### src/rtl/ball_motion_sched.sv
// Per-frame ball motion scheduler: walks every ball slot once per frame tick,
// reflects off the side/top walls, retires balls lost at the bottom and
// arbitrates a shared collision checker before committing each move.
module ball_motion_sched #(
    parameter int CNT   = 3,
    parameter int SCR_W = 640,
    parameter int SCR_H = 480,
    parameter int SIZE  = 8
) (
    input  logic                clk,
    input  logic                rst,
    input  logic                frame_tick,
    input  logic                spawn,
    input  logic [9:0]          spawn_x,
    input  logic [9:0]          spawn_y,
    input  logic [3:0]          spawn_vx,
    input  logic [3:0]          spawn_vy,
    output logic                chk_req,
    output logic [9:0]          chk_x,
    output logic [9:0]          chk_y,
    input  logic                chk_ack,
    input  logic                chk_hit_x,
    input  logic                chk_hit_y,
    output logic [CNT*10-1:0]   xs,
    output logic [CNT*10-1:0]   ys,
    output logic [CNT-1:0]      balls,
    output logic                busy,
    output logic                lost,
    output logic                spawn_full,
    output logic                overrun
);

    localparam int IW = (CNT > 1) ? $clog2(CNT) : 1;
    localparam logic signed [10:0] X_MIN = 11'(SIZE);
    localparam logic signed [10:0] X_MAX = 11'(SCR_W - 1 - SIZE);
    localparam logic signed [10:0] Y_MIN = 11'(SIZE);
    localparam logic signed [10:0] Y_MAX = 11'(SCR_H - 1 - SIZE);

    typedef enum logic [2:0] {S_IDLE, S_EVAL, S_QUERY, S_COMMIT, S_DONE} state_t;

    // Two's complement negate, with -8 saturating to +7 instead of wrapping.
    function automatic logic signed [3:0] neg_sat(input logic signed [3:0] v);
        logic signed [3:0] r;
        if (v == -4'sd8) begin
            r = 4'sd7;
        end else begin
            r = -v;
        end
        return r;
    endfunction

    state_t                 r_state, w_state_nxt;
    logic [IW-1:0]          r_idx;
    logic [9:0]             r_x  [CNT];
    logic [9:0]             r_y  [CNT];
    logic signed [3:0]      r_vx [CNT];
    logic signed [3:0]      r_vy [CNT];
    logic [CNT-1:0]         r_balls;
    logic                   r_busy, r_lost, r_spawn_full, r_overrun;
    logic                   r_chk_req;
    logic [9:0]             r_chk_x, r_chk_y;
    logic signed [3:0]      r_nvx, r_nvy;
    logic                   r_hit_x, r_hit_y;
    logic                   r_pend;
    logic [9:0]             r_pend_x, r_pend_y;
    logic [3:0]             r_pend_vx, r_pend_vy;

    logic                   w_live, w_last, w_loss;
    logic [9:0]             w_x_cur, w_y_cur;
    logic signed [3:0]      w_vx_cur, w_vy_cur, w_nvx, w_nvy;
    logic signed [10:0]     w_nx_raw, w_ny_raw, w_nx, w_ny;
    logic                   w_free_found;
    logic [IW-1:0]          w_free_idx;

    assign w_live   = r_balls[r_idx];
    assign w_last   = (r_idx == IW'(CNT - 1));
    assign w_x_cur  = r_x[r_idx];
    assign w_y_cur  = r_y[r_idx];
    assign w_vx_cur = r_vx[r_idx];
    assign w_vy_cur = r_vy[r_idx];
    assign w_nx_raw = $signed({1'b0, w_x_cur}) + $signed({{7{w_vx_cur[3]}}, w_vx_cur});
    assign w_ny_raw = $signed({1'b0, w_y_cur}) + $signed({{7{w_vy_cur[3]}}, w_vy_cur});
    assign w_loss   = (w_ny_raw > Y_MAX);

    // Wall clamping and reflection of the candidate position.
    always_comb begin
        w_nx  = w_nx_raw;
        w_nvx = w_vx_cur;
        w_ny  = w_ny_raw;
        w_nvy = w_vy_cur;
        if (w_nx_raw < X_MIN) begin
            w_nx  = X_MIN;
            w_nvx = neg_sat(w_vx_cur);
        end else if (w_nx_raw > X_MAX) begin
            w_nx  = X_MAX;
            w_nvx = neg_sat(w_vx_cur);
        end else begin
            w_nx  = w_nx_raw;
            w_nvx = w_vx_cur;
        end
        if (w_ny_raw < Y_MIN) begin
            w_ny  = Y_MIN;
            w_nvy = neg_sat(w_vy_cur);
        end else begin
            w_ny  = w_ny_raw;
            w_nvy = w_vy_cur;
        end
    end

    // Lowest free slot for a pending spawn.
    always_comb begin
        w_free_found = 1'b0;
        w_free_idx   = '0;
        for (int i = CNT - 1; i >= 0; i--) begin
            w_free_found = w_free_found | ~r_balls[i];
            w_free_idx   = r_balls[i] ? w_free_idx : IW'(i);
        end
    end

    // State register.
    always_ff @(posedge clk or posedge rst) begin
        if (rst) begin
            r_state <= S_IDLE;
        end else begin
            r_state <= w_state_nxt;
        end
    end

    // Next-state logic.
    always_comb begin
        w_state_nxt = r_state;
        case (r_state)
            S_IDLE:   w_state_nxt = frame_tick ? S_EVAL : S_IDLE;
            S_EVAL: begin
                if (!w_live || w_loss) begin
                    w_state_nxt = w_last ? S_DONE : S_EVAL;
                end else begin
                    w_state_nxt = S_QUERY;
                end
            end
            S_QUERY:  w_state_nxt = chk_ack ? S_COMMIT : S_QUERY;
            S_COMMIT: w_state_nxt = w_last ? S_DONE : S_EVAL;
            S_DONE:   w_state_nxt = S_IDLE;
            default:  w_state_nxt = S_IDLE;
        endcase
    end

    // Slot state, query handshake, spawn latch and status pulses.
    always_ff @(posedge clk or posedge rst) begin
        if (rst) begin
            r_idx        <= '0;
            r_balls      <= '0;
            r_busy       <= 1'b0;
            r_lost       <= 1'b0;
            r_spawn_full <= 1'b0;
            r_overrun    <= 1'b0;
            r_chk_req    <= 1'b0;
            r_chk_x      <= '0;
            r_chk_y      <= '0;
            r_nvx        <= '0;
            r_nvy        <= '0;
            r_hit_x      <= 1'b0;
            r_hit_y      <= 1'b0;
            r_pend       <= 1'b0;
            r_pend_x     <= '0;
            r_pend_y     <= '0;
            r_pend_vx    <= '0;
            r_pend_vy    <= '0;
            for (int i = 0; i < CNT; i++) begin
                r_x[i]  <= '0;
                r_y[i]  <= '0;
                r_vx[i] <= '0;
                r_vy[i] <= '0;
            end
        end else begin
            r_lost       <= 1'b0;
            r_spawn_full <= 1'b0;
            r_overrun    <= frame_tick & r_busy;
            // A new spawn always wins over clearing the one being serviced.
            if (spawn) begin
                r_pend    <= 1'b1;
                r_pend_x  <= spawn_x;
                r_pend_y  <= spawn_y;
                r_pend_vx <= spawn_vx;
                r_pend_vy <= spawn_vy;
            end else if (r_state == S_IDLE && !frame_tick) begin
                r_pend <= 1'b0;
            end
            case (r_state)
                S_IDLE: begin
                    if (frame_tick) begin
                        r_idx  <= '0;
                        r_busy <= 1'b1;
                    end else if (r_pend) begin
                        if (w_free_found) begin
                            r_balls[w_free_idx] <= 1'b1;
                            r_x[w_free_idx]     <= r_pend_x;
                            r_y[w_free_idx]     <= r_pend_y;
                            r_vx[w_free_idx]    <= r_pend_vx;
                            r_vy[w_free_idx]    <= r_pend_vy;
                        end else begin
                            r_spawn_full <= 1'b1;
                        end
                    end
                end
                S_EVAL: begin
                    if (w_live && !w_loss) begin
                        r_chk_req <= 1'b1;
                        r_chk_x   <= w_nx[9:0];
                        r_chk_y   <= w_ny[9:0];
                        r_nvx     <= w_nvx;
                        r_nvy     <= w_nvy;
                    end else begin
                        if (w_live) begin
                            r_balls[r_idx] <= 1'b0;
                            r_lost         <= 1'b1;
                        end
                        if (!w_last) begin
                            r_idx <= r_idx + IW'(1);
                        end
                    end
                end
                S_QUERY: begin
                    if (chk_ack) begin
                        r_chk_req <= 1'b0;
                        r_hit_x   <= chk_hit_x;
                        r_hit_y   <= chk_hit_y;
                    end
                end
                S_COMMIT: begin
                    if (!r_hit_x) begin
                        r_x[r_idx] <= r_chk_x;
                    end
                    if (!r_hit_y) begin
                        r_y[r_idx] <= r_chk_y;
                    end
                    r_vx[r_idx] <= r_hit_x ? neg_sat(r_nvx) : r_nvx;
                    r_vy[r_idx] <= r_hit_y ? neg_sat(r_nvy) : r_nvy;
                    if (!w_last) begin
                        r_idx <= r_idx + IW'(1);
                    end
                end
                S_DONE:  r_busy <= 1'b0;
                default: r_busy <= 1'b0;
            endcase
        end
    end

    for (genvar g = 0; g < CNT; g++) begin : g_pack
        assign xs[g*10 +: 10] = r_x[g];
        assign ys[g*10 +: 10] = r_y[g];
    end

    assign balls      = r_balls;
    assign busy       = r_busy;
    assign lost       = r_lost;
    assign spawn_full = r_spawn_full;
    assign overrun    = r_overrun;
    assign chk_req    = r_chk_req;
    assign chk_x      = r_chk_x;
    assign chk_y      = r_chk_y;

endmodule

### config.mk
export PLATFORM = sky130hd
export DESIGN_NAME = ball_motion_sched
export DESIGN_NICKNAME = d
export VERILOG_FILES = /design/src/rtl/ball_motion_sched.sv
export SDC_FILE = /design/constraint.sdc
export NUM_CORES = 1
export LEC_CHECK = 0
export ABC_AREA = 1
export CAP_MARGIN = 0
export CORE_MARGIN = 3
export CORE_UTILIZATION = 58
export CTS_BUF_LIST = sky130_fd_sc_hd__clkbuf_8
export DETAILED_ROUTE_END_ITERATION = 12
export PLACE_DENSITY_LB_ADDON = 0.08
export SYNTH_ARGS = -nofsm -noshare
export SYNTH_HDL_FRONTEND = slang
export SYNTH_SLANG_ARGS = --single-unit
### constraint.sdc
create_clock -name clk -period 6.4 [get_ports clk]
set_clock_uncertainty 0.1 [all_clocks]
set_input_delay 0.64 -clock clk [delete_from_list [all_inputs] [get_ports clk]]
set_output_delay 0.64 -clock clk [all_outputs]
set_load 0.03 [all_outputs]
Word-level counts from Yosys, hierarchy flattened
Cells that the tools add are included.
{ "word_totals": {"reg_bits": 156} }
{ "classes": {"order_cmp": 12, "add_sub_neg": 7, "bitwise_logic": 12, "eq_ne": 18, "muxes": 98, "n_reduce_logical": 26} }
{ "op_table": {"columns": ["operator", "count"], "rows": [
  ["two-way mux 30 bit", 8],
  ["bitwise mux 30 bit", 4],
  ["case mux 30 bit (2 select lines)", 2],
  ["two-way mux 10 bit", 9],
  ["two-way mux 12 bit", 6],
  ["two-way mux 4 bit", 17],
  ["bitwise mux 12 bit", 4],
  ["case mux 12 bit (2 select lines)", 2],
  ["binary-select mux 10 bit (select 2 bit)", 2],
  ["demux 10 bit (select 2 bit)", 2],
  ["adder 11 x 4 -> 11 bit", 2],
  ["< comparator 11 x 5 -> 1 bit (second input constant)", 2],
  ["two-way mux 3 bit", 7],
  ["inequality test 2 bit (second input constant)", 10],
  ["two-way mux 1 bit", 17],
  ["binary-select mux 4 bit (select 2 bit)", 2],
  ["demux 4 bit (select 2 bit)", 2],
  ["== test 4 bit (second input constant)", 4],
  ["negator 4 bit", 4],
  ["two-way mux 2 bit", 6],
  ["case mux 3 bit (4 select lines)", 1],
  ["greater-than comparator 11 x 10 -> 1 bit (second input constant)", 1],
  ["greater-than comparator 11 bit (second input constant)", 1],
  ["AND reduction 5 bit", 2],
  ["other kinds (31)", 56]
]} }

Longest topological paths before layout
Gate-level depths: netlist of run 1.
{ "logic_depth": {"word_depth": 13, "mapped_depth": 24, "mapped_depth_nobuf": 23} }

Worst setup path before layout of run 1
OpenSTA, ideal clock, no wires.
{ "synth_path": {"path_kind": "register to register", "from": "register r_idx[0]", "to": "register r_chk_y[3] (netlist: chk_y[3])", "synth_period_minus_slack_ns": 3.163, "required_ns": 6.175, "t_arrival_ns": 2.938, "path_buffers": 3, "slack_ns": 3.237, "stages_incl_launch_ff": 19, "path_cell_list": "dfrtp_1 > buf_6 > clkbuf_1 > nand2_1 > o211ai_1 > o21a_1 > inv_1 > ha_1 > fa_1 > nand2_1 > nand3_2 > nand3_1 > nand2_1 > nand2_1 > o21ai_4 > xor2_4 > a21oi_4 > buf_4 > o21ai_1"} }
{ "synth_via": {"elab_chain_cells": 9} }
{ "synth_lines": {"columns": ["item", "line_no", "text"], "rows": [
  ["from (decl)", "53", "logic [IW-1:0] r_idx;"],
  ["from (signal assigned)", "219", "r_idx <= r_idx + IW'(1);"],
  ["from (signal assigned)", "240", "r_idx <= r_idx + IW'(1);"],
  ["inverter 2 -> 3 bit (implied by the code)", "78, 80", null],
  ["binary-select mux 10 bit (select 2 bit) or binary-select mux 4 bit (select 2 bit) (tied branches)", "78, 80", null],
  ["two-way mux 10 bit (implied by the code) or two-way mux 4 bit (tied branches) (2 in a row)", "78, 80", null],
  ["adder 11 x 4 -> 11 bit", "82", "assign w_ny_raw = $signed({1'b0, w_y_cur}) + $signed({{7{w_vy_cur[3]}}, w_vy_cur});"],
  ["greater-than comparator 11 x 10 -> 1 bit", "83", "assign w_loss = (w_ny_raw > Y_MAX);"],
  ["logical NOT 1 bit", "207", "if (w_live && !w_loss) begin"],
  ["logical AND 1 bit", "207", null],
  ["AND reduction 2 bit (no line)", null, null],
  ["to (signal assigned)", "210", "r_chk_y <= w_ny[9:0];"],
  ["to (decl)", "61", "logic [9:0] r_chk_x, r_chk_y;"]
]} }
Parallel ways exist; a longest one is shown, timed or not. The select of a mux whose other input is x is not followed.
A chain may end at the register's enable or synchronous reset.

Worst setup path in the final report of run 1
{ "layout_path": {"from": "register r_idx[0]", "to": "register r_chk_x[8] (netlist: chk_x[8])"} }
{ "layout_via": {"elab_chain_cells": 9} }
{ "layout_lines": {"columns": ["item", "line_no", "text"], "rows": [
  ["inverter 2 -> 3 bit (implied by the code)", null, null],
  ["binary-select mux 10 bit (select 2 bit) or binary-select mux 4 bit (select 2 bit) (tied branches)", "78, 80", null],
  ["two-way mux 10 bit (implied by the code) or two-way mux 4 bit (tied branches) (2 in a row)", "78, 80", null],
  ["adder 11 x 4 -> 11 bit", "82", null],
  ["greater-than comparator 11 x 10 -> 1 bit", "83", null],
  ["logical NOT 1 bit", "207", null],
  ["logical AND 1 bit", "207", null],
  ["AND reduction 2 bit (no line)", null, null],
  ["to (signal assigned)", "209", "r_chk_x <= w_nx[9:0];"],
  ["to (decl)", "61", null]
]} }
Parallel ways exist; a longest one is shown, timed or not. The select of a mux whose other input is x is not followed.

==> summary.md, run 1 <==
| Metric | Value |
|---|---|
| Worst path arrival time | 5250 ps |
| Max Clk Rate | about 200 MHz |
| GPL Wtd Cong | just over 0.9 |
| # diodes | 0 |
| Initial core utilization | between 50% and 60% |
| # setup viols final | 0 |
| Grt total ovfl | 0 |
| Number of fill cells | between 1000 and 1500 |
| Global-route wire length before repair | around 43000 microns |
| Vias per inst | between 5 and 6 |
| CTS tree | yes |
| Cells after Synth | 1201 |
| Largest net degree at the start of global routing | roughly 100 |
| Critical path class | register to register |
| Critical Path Fanout Max | 47 |
| Largest delay contributor family on the critical path | compound AO/OA/AOI/OAI gates |
| Num rows | 45 |
| Synth cell count leaders | nand2_1, inv_1, dfrtp_1, o21ai_0, o22ai_1 |
| Crit path largest cell delay | 850 ps |
| Core ar. | 15400 sq um |
| Initial antenna violation count | 0 |
| DR vias | 8768 |
| Layout cell share with drive strength beyond 1 | between 6 and 7% |
| Post-CTS Setup Bufs | 0 |
| Top cell type's share of synthesized area | a little over two fifths |
| Ports | approximately 120 |
| Vias in the first global route | approximately 8000 |
| Hold Path Sink | overrun |
| Seq/Total Area, Yosys | between 40% and 50% |
| # DRC | 0 |
| Clock-pin slew on the worst setup and hold paths | around 90 ps |
| Die W | ~130 microns |
| Critical path depth | 13 |
| Synth area leader | dfrtp_1 |
| ANT nets after route | 0 |
| CTS sink cnt | between 150 and 200 |
| Critical R2R Launch | r_idx[0] |
| Final setup TNS | 0 ps |
| Worst-path cell chain | inv_4 -> nand2_2 -> o21a_4 -> inv_1 -> ha_1 -> nand2_2 -> a21oi_1 -> a211oi_1 -> o21ai_4 -> xor2_4 -> a21oi_4 -> nand2_1 -> o21ai_1 |
| Final Hold Vio Count | 0 |
| Ys Warns | 0 |
| Height of the chip | between 100 and 150 microns |
| Yosys reg bits | approximately 160 |
| Final Max Tran Viols | 0 |
| Post-Syn Nets | roughly 1300 |
| Post-synth top flop | dfrtp_1 |
| Post-synth EDFFs | 0 |
| Area contributors post-synth | dfrtp_1, nand2_1, inv_1, o21ai_0, o22ai_1 |
| Hold_buf cts | 0 |
| Initial drt markers | ~880 |
| PortBufs | roughly 120 |
| Slew HR | about a fifth |
| CTS buffer count | 17 |
| WL final | between 20000 and 30000 microns |
| Area growth, synth to finish | 18.9% |
| First-pass DRT Iterations | 6 |
| Critical Path RT | approximately 6700 ps |
| Asr flop ratio synth | between 90% and 100% |
| Quantity of gates resized following cts | 0 |
| Final net count | 1365 |
| Worst reg2reg endpoint | chk_x[8] |
| H-tree Lvls | 4 |
| CP max-delay cell | a21oi_4 |
| Status | completed |
| Die ar. | about 17000 sq um |
| Detailed placement HPWL | approximately 19000 microns |
| Slew @ Worst Pin | between 1000 and 1500 ps |
| Critical Path Sink Type | register |
| Syn_area_per_cell | between 7 and 8 sq um |
| Final Cycle Share | between 70% and 80% |
| Netlist cell types | between 40 and 50 |
| Post-Syn Area | between 9000 and 10000 sq um |
| Clock latency on the worst-skew pair | roughly 480 ps |
| Hold Crit Class | register to register |
| Hold Crit Start | busy |
| Most common cell in the netlist | nand2_1 |
| DR WL/cell | around 18 microns |
| R2R cell count | 13 |
| Crit path top cell by count | nand2_2 |
| GRT Total Usage | 31.3% |
| Min cycle time layout | about 4900 ps |
| Worst reg2reg setup slack | about 1500 ps |
| Worst Path Buf+Inv | 2 |
| Longest Clk Path Bufs | 2 |
| Max-Cap Viols | 0 |
| RSZ-0062 raised after global routing | false |
| Worst Setup Start Kind | register |
| Clk Tree Root Cell | clkbuf_8 |
| Worst hold path depth | 2 |
-- how the worst max path moves through the flow --
| stage | from | end | slack (ps) |
|---|---|---|---|
| after global placement | r_idx[0] | chk_y[3] | 1670 |
| after floorplan | rst | balls[0] | 1450 |
| final | r_idx[0] | chk_x[8] | 1460 |
| after detailed placement | r_idx[0] | chk_x[8] | 1510 |
| after CTS | r_idx[0] | chk_x[8] | 1490 |
| after global routing | r_idx[0] | chk_x[8] | 1050 |
-- final cells by class --
cell class | instances | area [sq um] | share of cell area (%)
multi-input cells | 795 | 4270 | 39.1
flip-flops and latches | 156 | 3900 | 35.8
repair buffers | 133 | 1300 | 11.9
inverters | 198 | 751 | 6.88
well taps | 211 | 264 | 2.42
clock buffers | 19 | 262 | 2.40
clock inverters | 13 | 165 | 1.51
-- registers in the layout (all words and copies together), names as in the netlist, 2 cells and up --
signal / cells
r_idx: 2
chk_x: 10
r_vx: 12
chk_y: 10
r_pend_y: 10
r_pend_x: 10
r_pend_vy: 4
r_state: 3
ys: 30
r_pend_vx: 4
r_nvy: 4
r_nvx: 4
r_vy: 12
balls: 3
xs: 30
-- layout by cell type, fill, tap and decap left out, types with 3 or more instances in the layout --
cell             Yosys  final
a21oi_1             35     35
clkbuf_8             0     19
dfrtp_1            156    156
clkinv_4             0      3
o21a_1               8      8
nor3_1               5      5
buf_4                2     11
or2_2                4      4
o21ai_0            127    127
nand3_1             50     50
mux2_1              18     18
o221ai_1             3      3
ha_1                27     27
bufinv_16            0      3
o21ai_1             37     37
a21oi_2              3      3
nand2_2              3      3
clkinvlp_4           0      3
inv_6                0      3
o22ai_1             81     81
xor2_1               3      3
nand4_1              8      8
inv_2                9      9
o211ai_1             6      6
nand3b_1             7      7
inv_1              187    187
nor2_1              46     46
nand2_1            297    297
clkdlybuf4s50_1      0    121
-- per-layer routing --
| layer | wire length, microns | up-vias | global-route usage [%] |
|---|---|---|---|
| met4 | 754 | 0 | 9.92 |
| met2 | 11900 | 447 | 46.0 |
| met1 | 12200 | 4112 | 46.1 |
| met3 | 2660 | 69 | 7.33 |
| met5 | 0 | - | 0 |
| li1 | - | 4140 | - |
-- per-stage QoR --
stage          hold WS, ps  util [%]  cells  setup WS (ps)  cell area, sq um
6_report               384      71.0   1525           1460             10900
3_3_place_gp           363      68.2   1493           1670             10500
3_5_place_dp           361      68.2   1493           1510             10500
4_1_cts                388      71.0   1525           1490             10900
5_1_grt                399      71.0   1525           1050             10900
2_1_floorplan          343         -   1201           1450              9180
-- tightest hold or removal path: cells and delay by family, from the launching register on --
kind	cells	cell delay (ps)
AND/OR/NAND/NOR	1	50
flip-flops	1	360
buffers and inverters	1	40
-- cell families (layout without fill, tap and decap cells) --
group	after synthesis	in the layout	share of synthesized area, %
flip-flops	156	156	42.5
XOR/XNOR	4	4	0.586
buffers and inverters	250	363	11.0
AO/OA/AOI/OAI	313	313	19.5
AND/OR/NAND/NOR	429	429	19.8
adder cells (fa/ha/maj)	29	29	4.12
multiplexers	20	20	2.45
Power of run 1 is left out: the tool's default activity adds up to more than one toggle a clock period on the data nets, which glitch-free logic cannot reach.
==> run 2, diff against run 1 <==
==> constraint.sdc (replaced) <==
create_clock -name clk -period 5.03 [get_ports clk]
set_clock_uncertainty 0.1 [all_clocks]
set_input_delay 0.503 -clock clk [delete_from_list [all_inputs] [get_ports clk]]
set_output_delay 0.503 -clock clk [all_outputs]
set_load 0.03 [all_outputs]
==> run 2 against run 1 <==
Net effect:
- setup slack lost 850 ps
- core utilization barely moved
- die area stayed put
- final cell count rose by 0.39%
- critical path depth is 10 higher
- count of clock-buffer cells in the layout decreased by 2
==> summary.md, run 2 (same netlist as run 1, synthesis figures left out) <==
| Metric | Value |
|---|---|
| Initial drt markers | between 800 and 900 |
| Final Hold Vio Count | 0 |
| Clock-pin slew on the worst setup and hold paths | approximately 100 ps |
| # DRC | 0 |
| # diodes | 0 |
| Height of the chip | around 130 microns |
| ANT nets after route | 0 |
| Post-CTS Setup Bufs | 0 |
| Critical Path RT | 5330 ps |
| Critical Path Sink Type | register |
| Hold_buf cts | 0 |
| Initial antenna violation count | 1 |
| DR WL/cell | roughly 18 microns |
| Worst-path cell chain | inv_4 -> nand2_2 -> buf_4 -> o21a_1 -> inv_1 -> ha_1 -> inv_1 -> fa_1 -> inv_1 -> nand3_1 -> nand2_1 -> nand2_1 -> nand2_1 -> nand2_1 -> nand2_1 -> nand2_1 -> nor2_1 -> nand2_1 -> nand2_1 -> nand2_1 -> inv_1 -> nand2_1 -> o21ai_1 |
| Die ar. | about 17000 sq um |
| Largest net degree at the start of global routing | 99 |
| Max-Cap Viols | 0 |
| Clock latency on the worst-skew pair | 470 ps |
| Crit path top cell by count | nand2_1 |
| CTS buffer count | 17 |
| Slew HR | slightly below 40% |
| Final setup TNS | 0 ps |
| Core ar. | 15400 sq um |
| Grt total ovfl | 0 |
| WL final | 27400 microns |
| Longest Clk Path Bufs | 2 |
| CTS sink cnt | around 160 |
| CP max-delay cell | dfrtp_1 |
| Layout cell share with drive strength beyond 1 | under 10% |
| Global-route wire length before repair | approximately 44000 microns |
| Max Clk Rate | ~230 MHz |
| Critical path class | register to register |
| Routed wl met3 | roughly 2300 microns |
| Num rows | between 40 and 50 |
| Status | completed |
| Most frequent cells in the layout | nand2_1, inv_1, dfrtp_1 |
| H-tree Lvls | 4 |
| Final Max Tran Viols | 0 |
| Critical Path Fanout Max | 24 |
| Worst Path Buf+Inv | 6 |
| Worst path arrival time | between 4000 and 5000 ps |
| CTS tree | yes |
| Final instance area | about 11000 sq um |
| Slew @ Worst Pin | slightly above 900 ps |
| Hold Crit Class | input port to async pin |
| Detailed placement HPWL | a little under 20000 microns |
| Quantity of gates resized following cts | 0 |
| DP Area | between 10000 and 15000 sq um |
| Final net count | 1371 |
| Initial core utilization | 59.7% |
| Ports | around 120 |
| Worst Setup Start Kind | register |
| RSZ-0062 raised after global routing | false |
| # setup viols final | 0 |
| GPL Wtd Cong | roughly 0.9 |
| Commonest non-fill, non-tap cell in the layout | nand2_1 |
| First-pass DRT Iterations | 8 |
| Metal2 WL | 12300 microns |
| Wl on met1 | between 10000 and 15000 microns |
| Largest delay contributor family on the critical path | simple AND/OR/NAND/NOR gates |
| Max Used Layer | met5 |
| PortBufs | 122 |
| Die W | ~130 microns |
| Crit path largest cell delay | 600 ps |
| Vias in the first global route | 8641 |
| Area growth, synth to finish | 18.8% |
| DR vias | between 8000 and 9000 |
| Clk Tree Root Cell | clkbuf_8 |
| Final Cycle Share | 87.8% |
| Vias per inst | ~5.8 |
| Min cycle time layout | about 4400 ps |
| GRT Total Usage | between 30% and 40% |
[run 2: cell count changes in the layout (fill, tap and decap cells not counted), sizes merged]
| cell | previous run | this run |
|---|---|---|
| clkinvlp | 3 | 1 |
| buf | 12 | 18 |
| bufinv | 3 | 0 |
| inv | 200 | 206 |
| clkbuf | 19 | 17 |
| clkinv | 5 | 6 |
[run 2: cell type report]
cell class / count / area [sq um]
fillers: 1311 / 4470
clock inverters: 15 / 130
repair buffers: 139 / 1360
inverters: 198 / 751
well taps: 211 / 264
clock buffers: 17 / 234
flip-flops and latches: 156 / 3900
multi-input cells: 795 / 4270
[run 2: metal layers]
layer	vias up	global-route usage, %
li1	4158	-
met5	-	0
met3	83	7.02
met4	2	12.0
met1	4099	44.2
met2	474	49.3
[run 2: through the flow]
stage / setup WS [ps] / hold WS, ps / cells / utilization (%)
after CTS: 704 / 372 / 1531 / 70.9
after global routing: 224 / 417 / 1531 / 70.9
final: 613 / 357 / 1531 / 70.9
after detailed placement: 704 / 369 / 1499 / 68.6
after floorplan: 220 / 343 / 1201 / -
after global placement: 804 / 360 / 1499 / 68.6
[run 2: final timing paths]
check | to | slack [ps] | cells after the start | from
setup / recovery | chk_x[7] | 610 | 23 | r_idx[0]
hold / removal | spawn_full | 360 | 2 | rst
setup reg to reg | chk_x[7] | 610 | 23 | r_idx[0]
hold reg to reg | r_vx[9] | 390 | 2 | r_vx[9]
max in group asynchronous | r_pend_y[0] | 3570 | 3 | rst
min in group clk | r_vx[9] | 390 | 2 | r_vx[9]
Power of run 2 is left out for the same reason.
==> run 3, diff against run 2 <==
--- a/config.mk
+++ b/config.mk
@@ -11,6 +11,7 @@
 export CORE_UTILIZATION = 58
 export CTS_BUF_LIST = sky130_fd_sc_hd__clkbuf_8
 export DETAILED_ROUTE_END_ITERATION = 12
+export GPL_TIMING_DRIVEN = 0
 export PLACE_DENSITY_LB_ADDON = 0.08
 export SYNTH_ARGS = -nofsm -noshare
 export SYNTH_HDL_FRONTEND = slang
==> run 3 against run 2 <==
Net effect:
- fmax up 8.3%
- via count up 1.4%
- global-route usage down 0.056 points
- critical endpoint is now r_idx[0]
- cell area up 1.6%
- die area unchanged
==> summary.md, run 3 (same netlist as run 1, synthesis figures left out) <==
| Metric | Value |
|---|---|
| Status | completed |
| Clock-pin slew on the worst setup and hold paths | approximately 100 ps |
| Height of the chip | about 130 microns |
| Slew HR | a little over half |
| Grt total ovfl | 0 |
| CTS tree | yes |
| # DRC | 0 |
| Initial core utilization | between 50% and 60% |
| Vias in the first global route | approximately 8300 |
| Critical path class | register to register |
| CTS sink cnt | around 160 |
| PortBufs | 121 |
| GRT Total Usage | roughly a third |
| # setup viols final | 0 |
| Worst path arrival time | 4350 ps |
| Placed instance count | around 1500 |
| Met3 usage | under 10% |
| Final Cycle Share | between 80 and 90% |
| Max-Cap Viols | 0 |
| Number of fill cells | between 1000 and 1500 |
| Quantity of gates resized following cts | 0 |
| WL final | between 20000 and 30000 microns |
| Final instance count without filler cells | between 1500 and 2000 |
| DP Area | approximately 11000 sq um |
| First-pass DRT Iterations | 8 |
| Final Hold Vio Count | 0 |
| Hold Crit Class | input port to register |
| Critical Path Fanout Max | 10 |
| GPL Wtd Cong | about 0.9 |
| Slew @ Worst Pin | about 700 ps |
| Clk Tree Root Cell | clkbuf_8 |
| DR WL/cell | approximately 18 microns |
| Commonest non-fill, non-tap cell in the layout | nand2_1 |
| Initial antenna violation count | 0 |
| # diodes | 0 |
| Final net count | between 1000 and 1500 |
| Ports | 123 |
| Met1 GRT Util | between 40% and 50% |
| Multi-input gate area | approximately 4300 sq um |
| Worst Setup Start Kind | register |
| Storage cell area | 3900 sq um |
| Hold_buf cts | 0 |
| Largest net degree at the start of global routing | between 90 and 100 |
| Clock latency on the worst-skew pair | between 400 and 500 ps |
| Vias per inst | approximately 5.7 |
| Post-CTS Setup Bufs | 0 |
| Area growth, synth to finish | 20.7% |
| Final instance area | 11100 sq um |
| Min cycle time layout | slightly above 4000 ps |
| GR Util met2 | between 40% and 50% |
| Die W | ~130 microns |
| Max Clk Rate | 245 MHz |
| Layout cell share with drive strength beyond 1 | approximately 7% |
| Final Max Tran Viols | 0 |
| DR vias | 8942 |
| Most Crowded Layer GR | met2 |
| Critical Path RT | 5300 ps |
| Num rows | 45 |
| ANT nets after route | 0 |
| Detailed placement HPWL | ~21000 microns |
| Initial drt markers | about 1000 |
| Longest Clk Path Bufs | 2 |
| Critical Path Sink Type | register |
| Most frequent cells in the layout | nand2_1, inv_1, dfrtp_1 |
| Core ar. | between 15000 and 20000 sq um |
| H-tree Lvls | 4 |
| RSZ-0062 raised after global routing | false |
| CTS buffer count | 17 |
| Global-route wire length before repair | between 40000 and 50000 microns |
| Die ar. | 17400 sq um |
[run 3: cell count changes in the layout (fill, tap and decap cells not counted), moves of 2 or more]
cell,change
buf_2,+17
clkinvlp_4,+3
clkbuf_1,+25
clkinv_2,-2
buf_1,+2
buf_4,-14
buf_6,+5
[run 3: layout make-up]
cell class | count | share of cell area [%]
multi-input cells | 795 | 38.5
flip-flops and latches | 156 | 35.2
repair buffers | 122 | 11.2
inverters | 198 | 6.78
well taps | 211 | 2.38
plain buffers | 52 | 2.37
clock buffers | 17 | 2.11
clock inverters | 15 | 1.40
[run 3: path summary, 6_finish.rpt]
path | from | end | slack [ps] | depth (start not counted)
setup / recovery | r_idx[0] | r_idx[0] | 950 | 20
hold / removal | spawn | r_pend_y[3] | 310 | 2
min in group asynchronous | rst | overrun | 380 | 2
max in group asynchronous | rst | r_pend_y[8] | 3600 | 3
setup reg to reg | r_idx[0] | r_idx[0] | 950 | 20
hold reg to reg | r_vy[9] | r_vy[9] | 380 | 2
[run 3: worst max-delay path, cell delays in order (launching register included)]
cell      delay [ps]
dfrtp_1          420
buf_6            150
inv_4            100
clkbuf_1         540
a21oi_1          130
o21ai_0          100
o21ai_0          160
ha_1             250
fa_1             400
nand2_1           90
nand3_2          110
nand3_1          110
nand2_1           70
nand2_1          100
o21ai_4           80
xor2_4           290
nand2_2          170
nand2_4          170
nand2_1          190
nand2_1          130
o21ai_1           80
[run 3: metrics by stage]
step | hold slack (ps) | setup TNS (ps) | util, % | worst slack, ps
finish | 306 | 0 | 72.1 | 951
global route | 328 | 0 | 72.1 | 771
CTS | 301 | 0 | 72.1 | 1060
detailed placement | 359 | 0 | 69.5 | 1080
global placement | 354 | -286970 | 69.3 | -1860
floorplan | 343 | 0 | - | 220
[run 3: routing by layer]
metal | wire [microns] | part of all wire [%] | vias to the layer above
met3 | 2680 | 9.7 | 78
met1 | 12100 | 44 | 4126
met5 | 0 | 0 | -
met2 | 12000 | 43 | 509
met4 | 885 | 3.2 | 0
li1 | - | - | 4229
Power of run 3 is left out for the same reason.
